## src/rtl/cpu_pkg.sv

```systemverilog
// cpu_pkg: shared CPU types for the ALU arbiter and its picker.
package cpu_pkg;
  localparam int ALU_ARB_NUM_REQ = 2;
  typedef enum logic [3:0] {
    ALU_ADD, ALU_SUB, ALU_AND, ALU_OR, ALU_XOR,
    ALU_SLL, ALU_SRL, ALU_SRA, ALU_SLT, ALU_SLTU
  } alu_function_t;
  typedef enum logic [2:0] {R_TYPE, I_TYPE, S_TYPE, B_TYPE, U_TYPE, J_TYPE} instruction_type_t;
  typedef enum logic {ST_EMPTY, ST_FULL} arb_state_t;
endpackage

```

## src/rtl/alu_arb_rr_pick.sv

```systemverilog
// alu_arb_rr_pick: two-way picker, a lone valid wins, on contention the pointed port wins.
module alu_arb_rr_pick
  import cpu_pkg::*;
(
  input  logic [ALU_ARB_NUM_REQ-1:0] i_valid,
  input  logic                       i_ptr,
  output logic [ALU_ARB_NUM_REQ-1:0] o_grant
);
  assign o_grant[0] = i_valid[0] & (~i_valid[1] | ~i_ptr);
  assign o_grant[1] = i_valid[1] & (~i_valid[0] | i_ptr);
endmodule

```

## src/rtl/alu_share_arbiter.sv

```systemverilog
// alu_share_arbiter: shares one ALU between two requesters and returns a registered result.
// Define ALU_ARB_FIXED_PRIO_EN to make port 0 always win contention (no round-robin pointer).
module alu_share_arbiter
  import cpu_pkg::*;
#(
  parameter int XLEN = 32
) (
  input  logic            clk,
  input  logic            rst,
  input  logic            req0_valid,
  output logic            req0_ready,
  input  alu_function_t   req0_op,
  input  logic [XLEN-1:0] req0_a,
  input  logic [XLEN-1:0] req0_b,
  input  logic            req1_valid,
  output logic            req1_ready,
  input  alu_function_t   req1_op,
  input  logic [XLEN-1:0] req1_a,
  input  logic [XLEN-1:0] req1_b,
  output logic            rsp0_valid,
  input  logic            rsp0_ready,
  output logic [XLEN-1:0] rsp0_result,
  output logic            rsp1_valid,
  input  logic            rsp1_ready,
  output logic [XLEN-1:0] rsp1_result,
  output alu_function_t   alu_control,
  output logic [XLEN-1:0] alu_a,
  output logic [XLEN-1:0] alu_b,
  input  logic [XLEN-1:0] alu_result
);
  arb_state_t r_state, w_state_nxt;
  logic r_owner;
  logic [XLEN-1:0] r_result;
  logic w_own_rdy, w_can_accept, w_any, w_win, w_ptr;
  logic [ALU_ARB_NUM_REQ-1:0] w_grant;
  assign w_own_rdy = r_owner ? rsp1_ready : rsp0_ready;
  // Reset also blocks grants so the ALU sees ADD 0,0 while rst is high.
  assign w_can_accept = !rst && (r_state == ST_EMPTY || w_own_rdy);
  alu_arb_rr_pick u_pick (
    .i_valid({req1_valid, req0_valid} & {ALU_ARB_NUM_REQ{w_can_accept}}),
    .i_ptr  (w_ptr),
    .o_grant(w_grant)
  );
  assign w_any = |w_grant;
  assign w_win = w_grant[1];
  assign req0_ready = w_grant[0];
  assign req1_ready = w_grant[1];
  assign alu_control = w_any ? (w_win ? req1_op : req0_op) : ALU_ADD;
  assign alu_a = w_any ? (w_win ? req1_a : req0_a) : '0;
  assign alu_b = w_any ? (w_win ? req1_b : req0_b) : '0;
  assign rsp0_valid = (r_state == ST_FULL) && !r_owner;
  assign rsp1_valid = (r_state == ST_FULL) && r_owner;
  assign rsp0_result = r_result;
  assign rsp1_result = r_result;
  always_comb begin
    w_state_nxt = (w_any || (r_state == ST_FULL && !w_own_rdy)) ? ST_FULL : ST_EMPTY;
  end
  always_ff @(posedge clk or posedge rst) begin
    if (rst) begin
      r_state  <= ST_EMPTY;
      r_owner  <= 1'b0;
      r_result <= '0;
    end else begin
      r_state <= w_state_nxt;
      if (w_any) begin
        r_owner  <= w_win;
        r_result <= alu_result;
      end
    end
  end
`ifdef ALU_ARB_FIXED_PRIO_EN
  assign w_ptr = 1'b0;
`else
  logic r_ptr;
  assign w_ptr = r_ptr;
  always_ff @(posedge clk or posedge rst) begin
    if (rst) r_ptr <= 1'b0;
    else if (w_any) r_ptr <= ~w_win;
  end
`endif
endmodule
```

## config.mk

```make
export PLATFORM = sky130hd
export DESIGN_NAME = alu_share_arbiter
export DESIGN_NICKNAME = d
export VERILOG_FILES = /design/src/rtl/cpu_pkg.sv /design/src/rtl/alu_arb_rr_pick.sv /design/src/rtl/alu_share_arbiter.sv
export SDC_FILE = /design/constraint.sdc
export NUM_CORES = 1
export LEC_CHECK = 0
export ABC_AREA = 1
export BUFFER_PORTS_ARGS = -buffer_cell sky130_fd_sc_hd__buf_2
export CORE_AREA = 2 2 121 123
export CTS_BUF_LIST = sky130_fd_sc_hd__clkbuf_8
export DETAILED_ROUTE_END_ITERATION = 12
export DIE_AREA = 0 0 123 125
export SYNTH_ARGS = -nofsm -noshare
export SYNTH_HDL_FRONTEND = slang
export SYNTH_SLANG_ARGS = --single-unit
```

## constraint.sdc

```tcl
create_clock -name clk -period 2.45 [get_ports clk]
set_input_delay 0.49 -clock clk [delete_from_list [all_inputs] [get_ports clk]]
set_output_delay 0.49 -clock clk [all_outputs]
set_load 0.005 [all_outputs]
```

==> impl_results.md, run 1 <==
* Clk pin slew, worst setup/hold paths at 0.08 ns
* Multi-input combinational cell area at 1330 um^2
* Comb power frac at 55.5%
* DRC violations left at 0
* Register Area at 876 um^2
* Util after Layout at 30.6%
* Number of diodes at 0
* Clk pwr share at 14.1%
* Layout Nets at 864
* Insertion delay to the later sink of the worst-skew pair at 0.29 ns
* Core Area at 14200 um^2
* WP data arrival at 1.79 ns
* Max Cap Viol at 0
* Post-synth top cells: nand2_1, nand3_1, buf_4, dfrtp_1, buf_6
* Port bufs at 309
* Pwr per Cell Area at 732 nW/um^2
* Global-route wire length before repair at 15500 um
* Final setup fails at 0
* CTS buffer count at 5
* R2r startpoint: r_owner
* Gr usage total at 12.6%
* Crit path from: r_owner
* Total power at 3190 uW
* Hold Fails Final Rpt at 0
* Placement Setup Slack at 0.233 ns
* Critical path class: reg -> out
* Worst r2r path cells at 7
* DR WL/cell at 12.7 um
* Setup ws final at 0.165 ns
* Final TNS setup at 0 ns
* Top-count cell post-synth: nand2_1
* Layout cells sized above 1 at 49.2%
* Remaining Overflow, GRT at 0
* Gp weighted congestion at 0.751
* Post-Layout Inst Area at 4350 um^2
* P_sw at 1300 uW
* Slew Viols, Final at 0
* TritonRoute pass-1 iters at 4
* Critical Path Sink: alu_b[12]
* CP Launch Type: register
* Register bit count reported by yosys at 35
* Initial antenna violation count at 0
* Row Count at 44
* CTS tree: built
* # fillers at 1642
* H-tree lvl count at 2
* WL final at 11100 um
* Asr flop ratio synth at 100%
* EDFF count, synth at 0
* Area contributors post-synth: nand2_1, dfrtp_1, nand3_1
* CTS Buffer Depth at 2
* Vias per cell at 4.09
* Synth Instances at 418
* Iter 0 DRT Violations at 116
* Sw Share at 40.9%
* Clk sinks at 35
* # hold bufs at CTS at 0
* Die Span X at 123 um
* Worst Setup End Kind: primary output
* Ys flop type: dfrtp_1
* Ports at 310
* Placed cell areas at 4110 um^2
* Tcrit/Tclk final at 93.3%
* Unique masters post-synth at 16
* Worst slew margin at 70.1%
* Routed via count at 3576
* Register area share after synthesis at 33.1%
* Area leader, netlist: nand2_1
* Vias in the first global route at 3148
* Largest net degree at the start of global routing at 70
* Initial core utilization at 18.7%
* Worst slew pin tran at 0.448 ns
* Root Buffer: clkbuf_8
* Status: completed
* Worst vdd ir at 0.244 mV
* Post-synth top area share at 34.0%
* Synth Area per Inst at 6.34 um^2
* Crit path required time at 1.96 ns
* Sequential Power Share at 30.4%
* Synthesis-to-finish area growth at 64.2%
* DP Wirelength at 8550 um
* P_leak at 0.00282 uW
* F_max at 438 MHz
* Crit Path Max Fanout at 26
* Syn Nets at 592
* R2r setup slk at 0.82 ns
* Tmin final at 2.28 ns
* Ys Warns at 0
* Worst r2r dst: r_owner
* Clk_skew at 0.00746 ns
* Die area at 15400 um^2
* Number of nets with antenna violations after routing at 0
* Die Span Y at 125 um
* Internal at 1880 uW
* Synthesized area at 2650 um^2
* Hold WC Path Type: in -> reg
## stage by stage
stage               std cells  hold slack (ns)
floorplan                 418            0.449
global placement          860            0.470
detailed placement        860            0.468
CTS                       868            0.383
global route              875            0.385
finish                    875            0.390
## how the worst min path moves through the flow
stage                               from         endpoint  slack, ns  depth (start not counted)
after floorplan                    r_ptr            r_ptr       0.45                          2
after global placement             r_ptr            r_ptr       0.47                          2
after detailed placement           r_ptr            r_ptr       0.47                          2
after CTS                 alu_result[20]  rsp0_result[20]       0.38                          3
after global routing       alu_result[1]   rsp0_result[1]       0.38                          3
final                     alu_result[20]  rsp0_result[20]       0.39                          3
## layout make-up
cell class | instances | area share, %
flip-flops and latches | 35 | 20.1
multi-input cells | 316 | 30.6
repair buffers | 325 | 40.9
clock inverters | 2 | 0.374
clock buffers | 6 | 1.90
well taps | 184 | 5.29
inverters | 7 | 0.805
## power groups by stage
stage / logic [uW] / clock network (uW) / registers, uW
2_1_floorplan: 1060 / 0 / 986
3_3_place_gp: 1700 / 0 / 978
3_5_place_dp: 1690 / 0 / 985
4_1_cts: 1700 / 469 / 974
5_1_grt: 2000 / 493 / 1010
6_report: 1770 / 448 / 970
## routing by layer
layer  vias to the layer above  wire length, um  GRT usage (%)
met2                       196             5480           22.8
met5                         -                0              0
met4                         0               72           1.94
li1                       1813                -              -
met1                      1559             4540           15.4
met3                         8             1020           2.87
## critical path: stages (launching register included)
cell and delay (ns):
dfrtp_1 0.42, inv_1 0.09, nand2_1 0.09, nand3_4 0.11, nand4_4 0.18, clkinv_4 0.15, buf_12 0.17, nand2_1 0.07
nand2_1 0.10, buf_2 0.13
## cell families after synthesis
family / Yosys count / synth area share, %
compound gates: 3 / 0.755
simple gates: 313 / 48.5
flops: 35 / 33.1
buf+inv: 67 / 17.7
## flip-flops by register name (all words and copies together) (netlist names)
| signal | flops |
|---|---|
| r_ptr | 1 |
| r_state | 1 |
| r_owner | 1 |
| rsp0_result | 32 |
## cell usage in the layout, fill, tap and decap left out, types with 2 or more instances in the layout
master,instances
clkbuf_8,6
clkinvlp_4,2
clkbuf_16,3
dfrtp_1,35
inv_1,5
nand3_1,68
clkinv_4,2
buf_2,309
nand2_1,239
nand3_2,2
buf_4,8
buf_12,3
## what timing repair did
item / 4_1_cts / 5_1_grt
endpoints found under the hold margin: 0 / 0
gates resized for setup: 0 / 9
setup endpoints to repair: 0 / 63
setup buffers: 0 / 4
Power figures use the tool's default switching activity.
==> inputs of run 2 (changes only) <==
--- a/config.mk
+++ b/config.mk
@@ -11,6 +11,7 @@
 export CTS_BUF_LIST = sky130_fd_sc_hd__clkbuf_8
 export DETAILED_ROUTE_END_ITERATION = 12
 export DIE_AREA = 0 0 123 125
+export MAX_ROUTING_LAYER = met4
 export SYNTH_ARGS = -nofsm -noshare
 export SYNTH_HDL_FRONTEND = slang
 export SYNTH_SLANG_ARGS = --single-unit
==> constraint.sdc (replaced) <==
create_clock -name clk -period 1.9 [get_ports clk]
set_input_delay 0.38 -clock clk [delete_from_list [all_inputs] [get_ports clk]]
set_output_delay 0.38 -clock clk [all_outputs]
set_load 0.005 [all_outputs]
==> impl_results.md, run 2 (synthesis gave the netlist of run 1 again) <==
* Die area at 15400 um^2 (unchanged)
* Clk pin slew, worst setup/hold paths at 0.07 ns (about the same)
* Iter 0 DRT Violations at 208 (+79%)
* Slew Viols, Final at 0 (unchanged)
* Hold_ws at 0.205 ns (-0.186 ns)
* Worst slew pin tran at 0.402 ns (-0.0460 ns)
* # hold bufs at CTS at 0 (unchanged)
* Worst slew margin at 73.2% (+3.1 points)
* Gr usage total at 13.8% (+1.2 points)
* Crit path max-delay family: buffers and inverters
* Routed via count at 3599 (+0.64%)
* Hold WC Path Type: in -> async
* Vias per cell at 4.03 (-1.4%)
* Number of nets with antenna violations after routing at 0 (unchanged)
* Layout Nets at 879 (+1.7%)
* F_max at 481 MHz
* Remaining Overflow, GRT at 0 (unchanged)
* Gp weighted congestion at 0.779 (+3.7%)
* CTS Buffer Depth at 2 (unchanged)
* Global-route wire length before repair at 16500 um (+6.4%)
* Vias in the first global route at 3135 (-0.41%)
* Pwr per Cell Area at 956 nW/um^2 (+31%)
* TritonRoute pass-1 iters at 4 (unchanged)
* Core Area at 14200 um^2 (unchanged)
* Layout cells sized above 1 at 53.7% (+4.5 points)
* Tmin final at 2.08 ns
* Max reg flops at 32 (unchanged)
* Slowest CP cell: dfrtp_1
* Synthesis-to-finish area growth at 79.7%
* Status: finished with violations
* Worst vdd ir at 0.369 mV (+51%)
* DRC violations left at 0 (unchanged)
* H-tree lvl count at 2 (unchanged)
* Die Span X at 123 um (unchanged)
* R2r setup slk at 0.22 ns (-0.60 ns)
* Commonest non-fill, non-tap cells in the layout: buf_2, nand2_1, nand3_1
* Tcrit/Tclk final at 109%
* # fillers at 1574 (-4.1%)
* Buf+Inv Stages, Crit Path at 4 (unchanged)
* Max Cap Viol at 0 (unchanged)
* Largest net degree at the start of global routing at 36 (-49%)
* Hold Fails Final Rpt at 0 (unchanged)
* Post-Layout Inst Area at 4760 um^2 (+9.4%)
* Initial core utilization at 18.7% (unchanged)
* Violated checks: negative setup slack
* Placed cell areas at 4280 um^2 (+4.1%)
* Clk sinks at 35 (unchanged)
* CTS tree: built
* P_leak at 0.00299 uW (+6.0%)
* Root Buffer: clkbuf_8
* Clk_skew at 0.00405 ns (-0.00341 ns)
* Final setup fails at 69 (+69)
* CTS buffer count at 5 (unchanged)
* Initial antenna violation count at 3 (+3)
* DP Wirelength at 8670 um (+1.4%)
* DR WL/cell at 13.2 um (+3.8%)
* Worst Setup End Kind: primary output
* Crit path required time at 1.52 ns (-0.44 ns)
* Critical path class: reg -> out
* Setup ws final at -0.179 ns (-0.344 ns)
* Worst path cell trace: inv_2, nand2_2, nand3_4, nand4_4, buf_6, clkbuf_16, nand3_1, nand2_1, buf_2
* WL final at 11800 um (+5.9%)
* Die Span Y at 125 um (unchanged)
* CP Launch Type: register
* Crit Path Max Fanout at 7 (-73%)
* Row Count at 44 (unchanged)
* Max incr delay on CP at 0.42 ns (about the same)
* Port bufs at 309 (unchanged)
* WP data arrival at 1.70 ns (-0.09 ns)
* Insertion delay to the later sink of the worst-skew pair at 0.28 ns (about the same)
* Unrepaired setup endpoints after global routing: true
* Ports at 310 (unchanged)
* Most common cell after layout, fill and taps aside: buf_2
## run 2: cell types whose count changed in the layout (fill, tap and decap cells not counted), moves of 3 or more
cell | previous run | this run
buf_12 | 3 | 10
buf_6 | 1 | 8
diode_2 | 0 | 3
nand3_1 | 68 | 49
nand3_2 | 2 | 19
## run 2: worst paths after layout
kind	from	end	cells after the start
max	r_owner	alu_a[4]	9
min	rst	r_owner	3
max reg2reg	r_owner	r_owner	8
min reg2reg	r_ptr	r_ptr	2
max in group asynchronous	rst	rsp0_result[22]	3
min in group clk	alu_result[27]	rsp0_result[27]	3
## run 2: stage by stage
step                worst slack [ns]  utilization (%)  std cells  total power (uW)  TNS, ns
floorplan                     -0.194                -        418              2680   -12.03
global placement              0.0513             30.2        870              3570        0
detailed placement            0.0366             30.2        870              3590        0
CTS                           -0.171             32.4        885              4530    -9.75
global route                  -0.256             33.5        893              4950   -16.09
finish                        -0.179             33.5        893              4550    -9.81
## run 2: layout make-up
class	instances	area, um^2	area share [%]
tap	184	230	4.83
clock inverter	2	35.0	0.736
antenna	3	7.51	0.158
multi-input combinational	316	1470	30.8
inverter	7	32.5	0.683
clock buffer	6	82.6	1.73
timing repair buffer	340	2030	42.7
sequential	35	876	18.4
## run 2: worst register-to-register path: cells and delay by family, from the launching register on
family / cells / cell delay, ns
buf+inv: 3 / 0.55
simple gates: 4 / 0.44
flops: 1 / 0.42
compound gates: 1 / 0.14
## run 2: power by group
| part | internal [uW] | switching [uW] | total [uW] | leakage, uW |
|---|---|---|---|---|
| sequential | 1030 | 239 | 1270 | 0.000422 |
| combinational | 1290 | 1290 | 2580 | 0.00251 |
| clock | 425 | 276 | 701 | 0.0000612 |
| total | 2750 | 1800 | 4550 | 0.00299 |
## run 2: metal layers
layer  GRT usage [%]  wire, um
met1            17.3      5090
met2            23.3      5820
met3            3.01       811
met4            1.94        59
met5               -         0
## run 2: what timing repair did
item                       in CTS  in global routing
resized for setup              17                 17
setup endpoints to repair      70                 70
pin swaps                       2                  6
setup buffers                   5                  2
cloned                          2                  6
